## src/rtl/demux_pkg.sv

```systemverilog
// Shared constants and types for the registered 1-to-8 lane demultiplexer.
// No latency or backpressure of its own; types only.
package demux_pkg;
  localparam int N_OUT = 8;
  localparam int SEL_W = 3;

  typedef logic [SEL_W-1:0] lane_sel_t;
  typedef logic [N_OUT-1:0] lanes_t;
endpackage

```

## src/rtl/onehot_dec3to8.sv

```systemverilog
// Combinational lane decoder: routes din_i to lane sel_i when en_i, flags unresolvable selects.
// Zero latency; no backpressure (pure function of its inputs).
module onehot_dec3to8
  import demux_pkg::*;
(
  input  lane_sel_t sel_i,
  input  logic      din_i,
  input  logic      en_i,
  output lanes_t    lanes_o,
  output logic      err_o
);

  always_comb begin
    lanes_o = '0;
    err_o   = 1'b0;
    // An X/Z enable falls through to the disabled branch.
    if (en_i) begin
      case (sel_i)
        3'd0: lanes_o[0] = din_i;
        3'd1: lanes_o[1] = din_i;
        3'd2: lanes_o[2] = din_i;
        3'd3: lanes_o[3] = din_i;
        3'd4: lanes_o[4] = din_i;
        3'd5: lanes_o[5] = din_i;
        3'd6: lanes_o[6] = din_i;
        3'd7: lanes_o[7] = din_i;
        // Reached only when sel carries X/Z; unreachable after synthesis.
        default: err_o = 1'b1;
      endcase
    end
  end

endmodule

```

## src/rtl/demux_1to8_reg.sv

```systemverilog
// Registered 1-to-8 demux: one cycle from sample to douts/sel_err, async active-high clear.
// No backpressure: every rising edge overwrites the outputs.
module demux_1to8_reg
  import demux_pkg::*;
(
  input  logic      clk,
  input  logic      rst,
  input  logic      enable,
  input  lane_sel_t sel,
  input  logic      din,
  output lanes_t    douts,
  output logic      sel_err
);

  lanes_t douts_d, douts_q;
  logic   sel_err_d, sel_err_q;

  onehot_dec3to8 u_dec (
    .sel_i   (sel),
    .din_i   (din),
    .en_i    (enable),
    .lanes_o (douts_d),
    .err_o   (sel_err_d)
  );

  always_ff @(posedge clk or posedge rst) begin
    if (rst) begin
      douts_q   <= '0;
      sel_err_q <= 1'b0;
    end else begin
      douts_q   <= douts_d;
      sel_err_q <= sel_err_d;
    end
  end

  assign douts   = douts_q;
  assign sel_err = sel_err_q;

endmodule

```

## config.mk

```make
export PLATFORM = sky130hd
export DESIGN_NAME = demux_1to8_reg
export DESIGN_NICKNAME = d
export VERILOG_FILES = /design/src/rtl/demux_pkg.sv /design/src/rtl/onehot_dec3to8.sv /design/src/rtl/demux_1to8_reg.sv
export SDC_FILE = /design/constraint.sdc
export NUM_CORES = 1
export LEC_CHECK = 0
export BUFFER_PORTS_ARGS = -buffer_cell sky130_fd_sc_hd__buf_2
export CAP_MARGIN = 0
export CORE_AREA = 10 10 47 49
export DETAILED_ROUTE_END_ITERATION = 8
export DIE_AREA = 0 0 57 59
export GPL_ROUTABILITY_DRIVEN = 0
export HOLD_SLACK_MARGIN = 0.06
export PLACE_DENSITY = 0.48
export SETUP_SLACK_MARGIN = 0.5
export SYNTH_ARGS = -nofsm -noshare
export SYNTH_HDL_FRONTEND = slang
export SYNTH_SLANG_ARGS = --single-unit
```

## constraint.sdc

```tcl
create_clock -name clk -period 0.8 [get_ports clk]
set_input_delay 0.16 -clock clk [delete_from_list [all_inputs] [get_ports clk]]
set_output_delay 0.16 -clock clk [all_outputs]
set_load 0.01 [all_outputs]
```

==> metrics <==
outcome=finished with violations; violated checks=negative hold slack, negative setup slack; synth-to-layout area growth=70.8%; Post-Syn Area=between 300 and 400 um^2; drt first-iter violations=2; Critical Path RT=between 0.6 and 0.7 ns; Worst Path Buf+Inv=1; TritonRoute pass-1 iters=4; initial antenna violation count=0; Vert. Die Dim=between 50 and 60 um; num rows=14; Clock Tree Root=clkbuf_4; CP arrival=0.74 ns; asr flop ratio synth=1.00; Mapped Cells=24; largest net degree at the start of global routing=9; Starting Density=0.217; Largest register FFs=8; Total Die Area=between 0.003 and 0.004 mm^2; Critical Path Start Type=register; vias=~210; FF/Latch Area=roughly 200 um^2; Clock Sinks=8; Clock Tree Buf Depth=2; # diodes=0; CP max FO=1; fin crit share=1.13; # port buffers=14; Hold Crit Class=input pin to asynchronous set/reset pin; die width=57 um; crit-path max cell delay=0.36 ns; share of cells above drive strength 1=0.675; Main synth FF type=dfrtp_1; Achievable Freq=approximately 1100 MHz; CTS tree=done; Tmin final=between 0.9 and 1 ns; Worst setup EP type=primary output; Core Region=0.00140 mm^2; Pwr Density=~1600 mW/mm^2; Leak=roughly 0.00027 uW; synth top area cells=dfrtp_1 (66%), nor2_1 (7.4%), nand3b_4 (6.6%); max-slew violation count=0; hpwl dp=566 um; # fillers=149; count of cell types in the netlist=10; non-filler cells, final=between 50 and 60; setup ws final=-0.102 ns; Vias/cell=about 3.8; synthesized net count=31; Synth area leader=dfrtp_1; Nets=49; final core occ=0.371; total grt overflow=0; Inst Count DP=53; CTS Buf Count=3; tightest hold margin=-0.162 ns; residual DRC count=0; Post-synth EDFFs=0; Final setup violation count=8; Design Power=821 uW; wire per inst=between 10 and 15 um; WS Path Type=register to primary output; CP Cell Sequence=buf_2; gr usage total=0.0470; Final Hold Viols=8; top cell type's share of synthesized area=0.658; Routed WL=686 um; MaxCap Viol Count=0; clock-pin slew on the worst setup and hold paths=0.05 ns; Post-synth top cells=dfrtp_1 (8), nor2_1 (6), nand2b_1 (2), nor3_2 (2); RSZ-0062 raised after global routing=yes; vias in the first global route=approximately 250; Final ANT Viol Nets=0; Max VDD drop=roughly 0.44 mV; part of the Yosys area used for sequential elements=0.658; Largest delay share family, worst path=flip-flops; synthesized area per cell=12.7 um^2; num ports=16; H-tree Lvls=1; first-pass GRT wire length=around 1100 um; Post-CTS Repair Setup Buffers=0; Yosys warning count=0; multi-input combinational cell area=approximately 140 um^2; most frequent cell after synthesis=dfrtp_1; #FFs+latches synth=8; Critical-path top delay cell=dfrtp_1
==> worst max-delay path by stage <==
stage,from,to,cells after the start
after floorplan,douts[0],douts[0],0
after global placement,sel[1],douts[5],3
after detailed placement,sel[2],douts[0],3
after CTS,douts[5],douts[5],1
after global routing,douts[3],douts[3],1
final,douts[3],douts[3],1
==> per-stage QoR <==
| step | area [um^2] | setup slack, ns | hold WS, ns | setup TNS [ns] |
|---|---|---|---|---|
| 3_3_place_gp | 409 | 0.153 | 0.109 | 0 |
| 6_report | 519 | -0.102 | -0.162 | -0.738 |
| 2_1_floorplan | 327 | 0.264 | -0.0243 | 0 |
| 3_5_place_dp | 409 | 0.140 | 0.105 | 0 |
| 5_1_grt | 519 | -0.143 | -0.166 | -1.05 |
| 4_1_cts | 472 | -0.124 | -0.164 | -0.867 |
==> per-layer routing <==
| metal | share of wire | global-route usage | wire (um) |
|---|---|---|---|
| met1 | 0.38 | 0.0375 | 260 |
| met2 | 0.53 | 0.0636 | 367 |
| met3 | 0.085 | 0.0322 | 58 |
| met4 | 0 | 0.0705 | 0 |
| met5 | 0 | 0 | 0 |
==> power by group <==
| part | internal [uW] | leakage, uW | total, uW | switching, uW |
|---|---|---|---|---|
| sequential | 412 | 0.000111 | 414 | 1.98 |
| clock | 170 | 0.0000138 | 290 | 119 |
| combinational | 61.6 | 0.000145 | 117 | 55.3 |
| total | 644 | 0.000270 | 821 | 177 |
==> kinds of logic after synthesis <==
| logic type | after synthesis | share of synthesized area |
|---|---|---|
| other cells | 1 | 0.0123 |
| flops | 8 | 0.658 |
| simple gates | 13 | 0.292 |
| buf+inv | 2 | 0.0370 |
==> timing repair <==
item	4_1_cts	5_1_grt
endpoints found under the hold margin	8	8
setup endpoints to repair	16	14
gates resized for setup	12	10
pin swaps	3	1
==> layout by cell type, fill, tap and decap left out, drive strengths merged <==
master  count
buf        14
dfrtp       8
nor2        6
clkbuf      3
nand2b      2
nor3        2
nand3       1
nand3b      1
nand2       1
inv         1
conb        1
==> cell type report <==
| class | instances | share of cell area |
|---|---|---|
| sequential | 8 | 0.386 |
| multi-input combinational | 14 | 0.263 |
| timing repair buffer | 14 | 0.263 |
| clock buffer | 3 | 0.0434 |
| tap | 16 | 0.0386 |
| inverter | 1 | 0.00723 |
No activity file was read; power rests on OpenSTA's default activity.
